`config.mk`:
```
export PLATFORM = sky130hd
export DESIGN_NAME = mse_lib_sched
export DESIGN_NICKNAME = d
export VERILOG_FILES = /design/src/rtl/hsid_pkg.sv /design/src/rtl/mse_argmin.sv /design/src/rtl/mse_lib_sched.sv
export SDC_FILE = /design/constraint.sdc
export NUM_CORES = 1
export LEC_CHECK = 0
export BUFFER_PORTS_ARGS = -buffer_cell sky130_fd_sc_hd__buf_2
export CORE_ASPECT_RATIO = 1.2
export CORE_MARGIN = 3
export CORE_UTILIZATION = 41
export DETAILED_ROUTE_END_ITERATION = 7
export PLACE_DENSITY_LB_ADDON = 0.1
export SYNTH_ARGS = -nofsm -noshare
export SYNTH_HDL_FRONTEND = slang
export SYNTH_SLANG_ARGS = --single-unit
```
`constraint.sdc`:
```
create_clock -name clk -period 2.1 [get_ports clk]
set_input_delay 0.315 -clock clk [delete_from_list [all_inputs] [get_ports clk]]
set_output_delay 0.315 -clock clk [all_outputs]
set_load 0.005 [all_outputs]
```
`src/rtl/hsid_pkg.sv`:
```
// Shared HSID parameters, scheduler state encoding and helpers.
// Imported by the library scheduler and its arg-min sub-block.
package hsid_pkg;

    localparam int HSID_WORD_WIDTH       = 32;
    localparam int HSID_DATA_WIDTH       = 16;
    localparam int HSID_HSI_BANDS        = 8;
    localparam int HSID_HSI_LIBRARY_SIZE = 8;

    localparam logic [HSID_WORD_WIDTH-1:0] HSID_MSE_MAX = '1;

    typedef enum logic [1:0] {
        HSID_SCHED_IDLE,
        HSID_SCHED_FETCH,
        HSID_SCHED_DRAIN,
        HSID_SCHED_FINISH
    } hsid_sched_state_t;

    // Address width that never collapses to zero bits.
    function automatic int hsid_clog2_min1(input int n);
        return (n > 1) ? $clog2(n) : 1;
    endfunction

endpackage

```
`src/rtl/mse_argmin.sv`:
```
// Running strict-less-than minimum over (value, ref) pairs.
// Equal values keep the earlier entry; clear restarts the search.
module mse_argmin
    import hsid_pkg::*;
#(
    parameter int VALUE_WIDTH = HSID_WORD_WIDTH,
    parameter int REF_WIDTH   = 3
) (
    input  logic                   clk,
    input  logic                   rst_n,
    input  logic                   clear,
    input  logic                   in_valid,
    input  logic [VALUE_WIDTH-1:0] in_value,
    input  logic [REF_WIDTH-1:0]   in_ref,
    output logic [VALUE_WIDTH-1:0] best_value,
    output logic [REF_WIDTH-1:0]   best_ref
);

    always_ff @(posedge clk) begin
        if (!rst_n) begin
            best_value <= '1;
            best_ref   <= '0;
        end else if (clear) begin
            best_value <= '1;
            best_ref   <= '0;
        end else if (in_valid && (in_value < best_value)) begin
            best_value <= in_value;
            best_ref   <= in_ref;
        end
    end

endmodule

```
`src/rtl/mse_lib_sched.sv`:
```
// Streams one pixel vector against each library reference into mse_reg
// and tracks the best-matching reference from the returned MSE values.
module mse_lib_sched
    import hsid_pkg::*;
#(
    parameter int WORD_WIDTH       = HSID_WORD_WIDTH,
    parameter int DATA_WIDTH       = HSID_DATA_WIDTH,
    parameter int HSI_BANDS        = HSID_HSI_BANDS,
    parameter int HSI_LIBRARY_SIZE = HSID_HSI_LIBRARY_SIZE,
    localparam int DATA_PER_WORD   = WORD_WIDTH / DATA_WIDTH,
    localparam int ELEMENTS        = HSI_BANDS / DATA_PER_WORD,
    localparam int LIB_ADDR        = hsid_clog2_min1(HSI_LIBRARY_SIZE),
    localparam int EL_ADDR         = hsid_clog2_min1(ELEMENTS),
    localparam int MEM_ADDR        = hsid_clog2_min1(HSI_LIBRARY_SIZE * ELEMENTS)
) (
    input  logic                  clk,
    input  logic                  rst_n,
    input  logic                  start,
    input  logic [LIB_ADDR:0]     library_size,
    output logic [EL_ADDR-1:0]    pxl_addr,
    output logic [MEM_ADDR-1:0]   lib_addr,
    output logic                  mem_rd_en,
    input  logic [WORD_WIDTH-1:0] pxl_rdata,
    input  logic [WORD_WIDTH-1:0] lib_rdata,
    output logic [WORD_WIDTH-1:0] element_a,
    output logic [WORD_WIDTH-1:0] element_b,
    output logic                  element_valid,
    output logic                  element_start,
    output logic                  element_last,
    output logic [LIB_ADDR-1:0]   vctr_ref,
    input  logic [WORD_WIDTH-1:0] mse_value,
    input  logic [LIB_ADDR-1:0]   mse_ref,
    input  logic                  mse_valid,
    output logic                  busy,
    output logic                  done,
    output logic [LIB_ADDR-1:0]   best_ref,
    output logic [WORD_WIDTH-1:0] best_mse
);

    localparam int LW = LIB_ADDR + 1;
    localparam logic [LW-1:0]      LIB_MAX = LW'(HSI_LIBRARY_SIZE);
    localparam logic [EL_ADDR-1:0] EL_LAST = EL_ADDR'(ELEMENTS - 1);

    hsid_sched_state_t state_q, state_d;

    logic [LW-1:0]       size_q;
    logic [LW-1:0]       size_in;
    logic [LW-1:0]       cnt_q;
    logic [LIB_ADDR-1:0] ref_q;
    logic [EL_ADDR-1:0]  j_q;
    logic [MEM_ADDR-1:0] addr_q;
    logic                done_q;
    logic                start_acc;
    logic                acc_valid;
    logic                last_el;
    logic                fetch_end;

    assign start_acc = start && !busy;
    assign size_in   = (library_size > LIB_MAX) ? LIB_MAX : library_size;
    assign last_el   = (j_q == EL_LAST);
    assign fetch_end = last_el && ({1'b0, ref_q} == size_q - 1'b1);

    always_ff @(posedge clk) begin
        if (!rst_n) begin
            state_q <= HSID_SCHED_IDLE;
        end else begin
            state_q <= state_d;
        end
    end

    always_comb begin
        state_d   = state_q;
        mem_rd_en = 1'b0;
        acc_valid = 1'b0;
        unique case (state_q)
            HSID_SCHED_IDLE: begin
                if (start_acc) begin
                    state_d = (size_in == '0) ? HSID_SCHED_FINISH
                                              : HSID_SCHED_FETCH;
                end
            end
            HSID_SCHED_FETCH: begin
                mem_rd_en = 1'b1;
                acc_valid = mse_valid;
                if (fetch_end) begin
                    state_d = HSID_SCHED_DRAIN;
                end
            end
            HSID_SCHED_DRAIN: begin
                acc_valid = mse_valid;
                if (cnt_q == size_q) begin
                    state_d = HSID_SCHED_FINISH;
                end
            end
            HSID_SCHED_FINISH: begin
                state_d = HSID_SCHED_IDLE;
            end
            default: begin
                state_d = HSID_SCHED_IDLE;
            end
        endcase
    end

    // j runs fastest; lib_addr is tracked as a running count instead of ref*ELEMENTS+j
    always_ff @(posedge clk) begin
        if (!rst_n) begin
            size_q <= '0;
            cnt_q  <= '0;
            ref_q  <= '0;
            j_q    <= '0;
            addr_q <= '0;
        end else if (start_acc) begin
            size_q <= size_in;
            cnt_q  <= '0;
            ref_q  <= '0;
            j_q    <= '0;
            addr_q <= '0;
        end else begin
            if (mem_rd_en) begin
                addr_q <= fetch_end ? '0 : addr_q + 1'b1;
                if (last_el) begin
                    j_q   <= '0;
                    ref_q <= fetch_end ? '0 : ref_q + 1'b1;
                end else begin
                    j_q <= j_q + 1'b1;
                end
            end
            if (acc_valid) begin
                cnt_q <= cnt_q + 1'b1;
            end
        end
    end

    always_ff @(posedge clk) begin
        if (!rst_n) begin
            element_valid <= 1'b0;
            element_start <= 1'b0;
            element_last  <= 1'b0;
            vctr_ref      <= '0;
            done_q        <= 1'b0;
        end else begin
            element_valid <= mem_rd_en;
            element_start <= mem_rd_en && (j_q == '0);
            element_last  <= mem_rd_en && last_el;
            if (mem_rd_en) begin
                vctr_ref <= ref_q;
            end
            done_q <= (state_q == HSID_SCHED_FINISH);
        end
    end

    // RAM data lands in the same cycle as the registered control
    assign element_a = element_valid ? pxl_rdata : '0;
    assign element_b = element_valid ? lib_rdata : '0;
    assign pxl_addr  = j_q;
    assign lib_addr  = addr_q;
    assign done      = done_q;
    assign busy      = (state_q != HSID_SCHED_IDLE) || done_q;

    mse_argmin #(
        .VALUE_WIDTH (WORD_WIDTH),
        .REF_WIDTH   (LIB_ADDR)
    ) u_argmin (
        .clk        (clk),
        .rst_n      (rst_n),
        .clear      (start_acc),
        .in_valid   (acc_valid),
        .in_value   (mse_value),
        .in_ref     (mse_ref),
        .best_value (best_mse),
        .best_ref   (best_ref)
    );

endmodule
```
==> results of run 1 <==
==> stage by stage <==
step / setup WS [ns] / total power [mW] / setup TNS, ns
3_5_place_dp: -0.208 / 4.23 / -6.04
5_1_grt: -0.246 / 6.10 / -6.92
4_1_cts: 0.00200 / 5.43 / 0
3_3_place_gp: -0.166 / 4.16 / -4.85
6_report: -0.112 / 5.69 / -2.80
2_1_floorplan: 0.00417 / 3.12 / 0
==> power by group <==
part           total (mW)  internal (mW)  switching [mW]
sequential           1.60           1.42           0.177
clock                1.10          0.613           0.487
combinational        2.99           1.49            1.50
total                5.69           3.53            2.16
==> cell usage after synthesis, drive strengths merged <==
cell type  count
dfxtp         62
nand3         74
nor3           3
a222oi         1
nor2          23
nand2         15
o2111ai        1
and2          66
ha            41
clkbuf        15
inv           39
o21ai         40
nor4           3
nor2b          1
a211oi         4
clkinv         1
and3           3
a211o          2
a221oi         1
o211ai         2
buf           12
o31a           1
a21o           4
and4           1
nand3b         1
a31oi          2
o31ai          1
mux2           1
or3            1
o211a          1
nor3b          3
xor2           7
a21oi         18
nand2b         2
nand4         10
xnor2          8
mux2i          6
==> logic make-up after synthesis <==
logic type	Yosys count	synth area share [%]
fa+ha+maj	41	12.8
xor+xnor	15	3.27
flops	62	30.9
simple gates	206	28.6
compound gates	78	14.7
buf+inv	67	8.03
mux	7	1.77
==> cells in the final DEF (no fill, tap or decap), types with 2 or more instances in the layout <==
master	n
buf_4	51
a21oi_2	2
nor3_1	2
a211oi_1	2
a211o_1	2
a21oi_1	16
and2_1	66
ha_4	13
nand2b_1	2
inv_2	5
nor3b_1	3
and3_1	2
xnor2_1	8
dfxtp_1	48
clkbuf_8	11
o21ai_0	4
nand3_2	13
nor4_4	2
dfxtp_2	14
xor2_1	7
buf_12	4
a21o_1	4
clkbuf_16	2
o21ai_2	35
buf_8	2
nand3_1	60
buf_2	221
buf_6	7
o211ai_1	2
nand4_1	9
inv_1	34
nand2_1	15
ha_1	27
clkbuf_1	2
nor2_1	23
mux2i_1	6
a211oi_2	2
==> flip-flops by register name, indices dropped and copies added (netlist names) <==
signal,count
size_q,4
u_argmin.best_ref,3
element_start,1
state_q,2
u_argmin.best_value,32
element_last,1
done,1
cnt_q,4
vctr_ref,3
ref_q,3
lib_addr,5
pxl_addr,2
element_valid,1
==> final cells by class <==
| type | count | area, um^2 |
|---|---|---|
| multi-input combinational | 347 | 2790 |
| fill | 788 | 3040 |
| tap | 120 | 150 |
| inverter | 40 | 150 |
| sequential | 62 | 1260 |
| timing repair buffer | 288 | 1740 |
| clock buffer | 13 | 159 |
| clock inverter | 3 | 42.5 |
==> worst max-delay path: cells and delay by family (launching register included) <==
| family | cells | cell delay, ns |
|---|---|---|
| AOI/OAI and AO/OA | 4 | 1.01 |
| adders and majority gates | 1 | 0.21 |
| buffers and inverters | 2 | 0.24 |
| DFF | 1 | 0.34 |
| and+or+nand+nor | 2 | 0.30 |
==> metal layers <==
metal / GRT usage [%] / share of wire (%) / vias to the layer above
met5: 0 / 0 / -
met2: 42.3 / 50 / 169
met4: 4.58 / 1.6 / 0
met3: 5.46 / 7.9 / 22
li1: - / - / 2189
met1: 31.6 / 41 / 2083
==> final timing paths <==
path	start	endpoint	slack, ns	cells past startpoint
worst max-delay path	u_argmin.best_value[10]$_SDFFE_PP1P_	u_argmin.best_ref[0]$_SDFFE_PP0P_	-0.11	9
worst min-delay path	mse_value[0]	u_argmin.best_value[0]$_SDFFE_PP1P_	0.21	3
worst max register to register	u_argmin.best_value[10]$_SDFFE_PP1P_	u_argmin.best_ref[0]$_SDFFE_PP0P_	-0.11	9
worst min register to register	u_argmin.best_ref[2]$_SDFFE_PP0P_	u_argmin.best_ref[2]$_SDFFE_PP0P_	0.48	2
==> timing repair <==
action,in CTS,in global routing
buffers inserted,4,5
gates cloned,1,5
pin swaps,9,30
endpoints found under the setup margin,35,37
gates resized for setup,22,56
==> metrics.txt, run 1 <==
highest clock rate around 0.45 GHz; CORE AREA between 9000 and 10000 um^2; Avg Synthesized Cell Area 8.45 um^2; unrepaired setup endpoints after global routing true; Min Hold Slack between 0.2 and 0.25 ns; number of buffers added on ports between 200 and 250; delay of the slowest cell on the worst path 0.44 ns; Final Hold Vio Count 0; Clock Root Buffer clkbuf_8; share of synthesized area occupied by flip-flops and latches between 30% and 40%; total setup violations reported at the end of the flow 35; first-pass GRT wire length around 21 mm; Data arrival, critical path between 2 and 2.5 ns; Final GP Congestion between 0.8 and 0.9; register bit count reported by yosys between 60 and 70; number of nets in the synthesized netlist 624; cell-by-cell listing of the critical path inv_2 -> ha_4 -> and4_4 -> nor2b_4 -> a211o_1 -> o31a_4 -> clkbuf_16 -> o21ai_4 -> a21oi_2; final cell count without fillers between 800 and 900; element type at the critical path end flip-flop; Overflow after GRT 0; quantity of hold-fixing buffers added after cts 0; via count of the first global-routing pass roughly 4200; area share of the leading cell type in the synthesized netlist between 30% and 40%; post-synth design cell area 4020 um^2; via count about 4500; violations in the final reports negative setup slack; residual DRC count 0; fraction of final layout cells sized beyond drive strength 1 around 53%; antenna diode instance count 0; Post-Place Cell Area 5530 um^2; floorplan die height 114 um; horizontal extent of the die between 90 and 100 um; Net count, final 896; number of buffers added by the clock tree synthesis step 9; Area Overhead vs Synth 56.3%; number of DRC violations after detailed-routing iteration 0 211; number of H-tree branching levels 3; # rows 38; static leakage about 3.3 nW; clock latency on the worst-skew pair 0.35 ns; leading post-synthesis cells by cell area dfxtp_1 (31%), ha_1 (13%), and2_1 (10%); total wirelength of the detailed-routed design 14.9 mm; Detailed Place HPWL around 11 mm; crit path launch type flip-flop; PD cells 905 nW/um^2; Slowest-stage cell, CP o31a_4; min cycle time layout roughly 2.2 ns; combined global-route utilization of all metal layers 24.6%; vias per std cell roughly 5; maximum number of pins on one net before global-route repair 66; IR Drop Worst-Case VDD between 0.5 and 0.6 mV; total clock sinks 62; wire per inst about 17 um; number of warnings issued by yosys 0; number of distinct library cells after synthesis 44; die area approximately 11000 um^2; initial standard-cell utilization of the core between 40% and 50%; clock-pin slew of the registers on the worst-case setup and hold paths 0.08 ns; gate count of the mapped netlist 476; final core area utilization 67.4%; post-route antenna net violation count 0; most area-hungry cell type in the Yosys netlist dfxtp_1; worst setup path category flip-flop to flip-flop; largest fanout on the critical path 5; crit share post-route 105%; slew at the pin closest to its max-slew limit between 0.4 and 0.5 ns; worst clock skew on the final layout between 0.015 and 0.02 ns; number of violations of the max-capacitance limit 0; required time worst endpoint about 2.3 ns; post-route cell area between 6000 and 7000 um^2; Slew headroom about two thirds; Slew Limit Fails 0; path class of the lowest-slack min-delay path primary input to flip-flop; final worst slack -0.112 ns; first-pass detailed-route iteration total 4; status complete, but fails checks; clock tree from TritonCTS done; Post-Place Cells 842; Clock Path Buffers 2; number of antenna violations at the first check in global routing 0; Top-Level Pins between 200 and 250
Note: power is estimated with default switching activity, not from simulation.
==> inputs of run 2 (changes only) <==
==> constraint.sdc (replaced) <==
create_clock -name clk -period 2.1 [get_ports clk]
set_input_delay 0 -clock clk [delete_from_list [all_inputs] [get_ports clk]]
set_output_delay 0 -clock clk [all_outputs]
set_load 0.005 [all_outputs]
==> metrics.txt, run 2 (synthesized netlist as in run 1, its figures left out) <==
status complete, but fails checks; violations in the final reports negative setup slack; first-pass detailed-route iteration total 4; Clock Path Buffers 2; Worst Min Path Start library_size[0]; post-place setup slack -0.0645 ns; Net count, final a little over 900; power consumption approximately 5.7 mW; leading cell types in the layout, fill and taps excluded buf_2 (220), nand3_1 (68), and2_1 (66); maximum number of pins on one net before global-route repair 66; portion of total power attributed to combinational logic between 50% and 60%; Final GP Congestion around 0.84; CORE AREA around 9300 um^2; post-route cell area 6500 um^2; Overflow after GRT 0; total wirelength of the detailed-routed design approximately 15 mm; combined global-route utilization of all metal layers between 20% and 30%; element type at the critical path end flip-flop; clock tree from TritonCTS done; min cycle time layout 2.21 ns; highest clock rate 0.453 GHz; crit share post-route 105%; required time worst endpoint between 2 and 2.5 ns; Top-Level Pins 222; initial standard-cell utilization of the core a little over two fifths; path class of the lowest-slack min-delay path primary input to flip-flop; floorplan die height 114 um; final core area utilization approximately 70%; crit path buf inv count 2; IR Drop Worst-Case VDD between 0.5 and 0.6 mV; portion of total power attributed to the clock network 20.7%; # rows 38; cell-by-cell listing of the critical path inv_2 -> ha_4 -> and4_4 -> nor2b_4 -> a211o_1 -> o31a_4 -> buf_12 -> o21ai_2 -> nand3_1; flop2flop setup slack -0.11 ns; residual DRC count 0; Largest Register u_argmin.best_value; Slowest-stage cell, CP o31a_4; worst clock skew on the final layout around 0.012 ns; number of violations of the max-capacitance limit 0; wire per inst 16.6 um; slew at the pin closest to its max-slew limit 0.555 ns; Setup crit start u_argmin.best_value[11]$_SDFFE_PP1P_; Data arrival, critical path roughly 2.4 ns; worst setup path category flip-flop to flip-flop; total clock sinks just over 60; part of the total power dissipated in sequential elements ~28%; worst reg2reg startpoint u_argmin.best_value[11]$_SDFFE_PP1P_; most frequent standard cell in the layout excluding fill and tap cells buf_2; Post-Place Cells between 800 and 900; vias per std cell 5.07; delay of the slowest cell on the worst path approximately 0.45 ns; unrepaired setup endpoints after global routing true; horizontal extent of the die a little under 100 um; number of antenna violations at the first check in global routing 0; Final Hold Vio Count 0; via count of the first global-routing pass approximately 4500; number of flip-flops in the largest register 32; final-layout setup total negative slack -1.33 ns; number of H-tree branching levels 3; fraction of final layout cells sized beyond drive strength 1 47.8%; Slew headroom between 60 and 70%; number of DRC violations after detailed-routing iteration 0 approximately 130; number of buffers added on ports 221; Crit path max-delay family compound AO/OA/AOI/OAI gates; total setup violations reported at the end of the flow 35; first-pass GRT wire length approximately 22 mm; Switching Power ~2.1 mW; via count 4582; number of buffers added by the clock tree synthesis step 9; Min Hold Slack 0.0426 ns; crit path launch type flip-flop; Area Overhead vs Synth 61.6%; Detailed Place HPWL approximately 11 mm; antenna diode instance count 0; die area 11000 um^2; fraction of power spent switching nets a little under two fifths; Slew Limit Fails 0; static leakage 3.38 nW; Clock Root Buffer clkbuf_8; largest fanout on the critical path 7; clock latency on the worst-skew pair 0.34 ns; final cell count without fillers 904; clock-pin slew of the registers on the worst-case setup and hold paths about 0.07 ns; final worst slack -0.107 ns; post-route antenna net violation count 0; PD cells 878 nW/um^2; total internal power around 3.6 mW; Post-Place Cell Area ~5500 um^2
-- run 2: final timing paths --
kind / endpoint / cells past startpoint
worst max-delay path: u_argmin.best_value[2]$_SDFFE_PP1P_ / 9
worst min-delay path: state_q[1]$_SDFFE_PN0P_ / 4
worst max register to register: u_argmin.best_value[2]$_SDFFE_PP1P_ / 9
worst min register to register: u_argmin.best_ref[1]$_SDFFE_PP0P_ / 2
-- run 2: layout make-up --
cell class	count	area [um^2]
Tap cell	120	150
Multi-Input combinational cell	347	2660
Fill cell	782	2820
Sequential cell	62	1250
Clock inverter	6	85.1
Timing Repair Buffer	319	2070
Inverter	40	150
Clock buffer	10	138
-- run 2: layer usage --
layer | routed length [um] | GRT usage (%)
met5 | 0 | 0
met4 | 338 | 8.70
met3 | 1060 | 4.34
met2 | 7630 | 44.6
met1 | 5960 | 30.5
-- run 2: repair_timing --
item	in CTS	in global routing
buffers inserted	4	3
endpoints found under the hold margin	40	1
pin swaps	10	16
resized for setup	37	29
endpoints found under the setup margin	35	37
hold buffers	37	1
cloned	3	3
-- run 2: power groups by stage --
stage	Combinational, mW	Sequential (mW)	Clock (mW)
after floorplan	1.48	1.63	0
after global placement	2.53	1.60	0
after detailed placement	2.60	1.61	0
after CTS	2.79	1.59	1.20
after global routing	3.24	1.62	1.25
final	2.93	1.59	1.18
-- run 2: tightest hold or removal path, stage by stage --
cell and delay [ns]:
buf_2 0.08, nor4_1 0.05, mux2i_1 0.12, a211oi_1 0.08
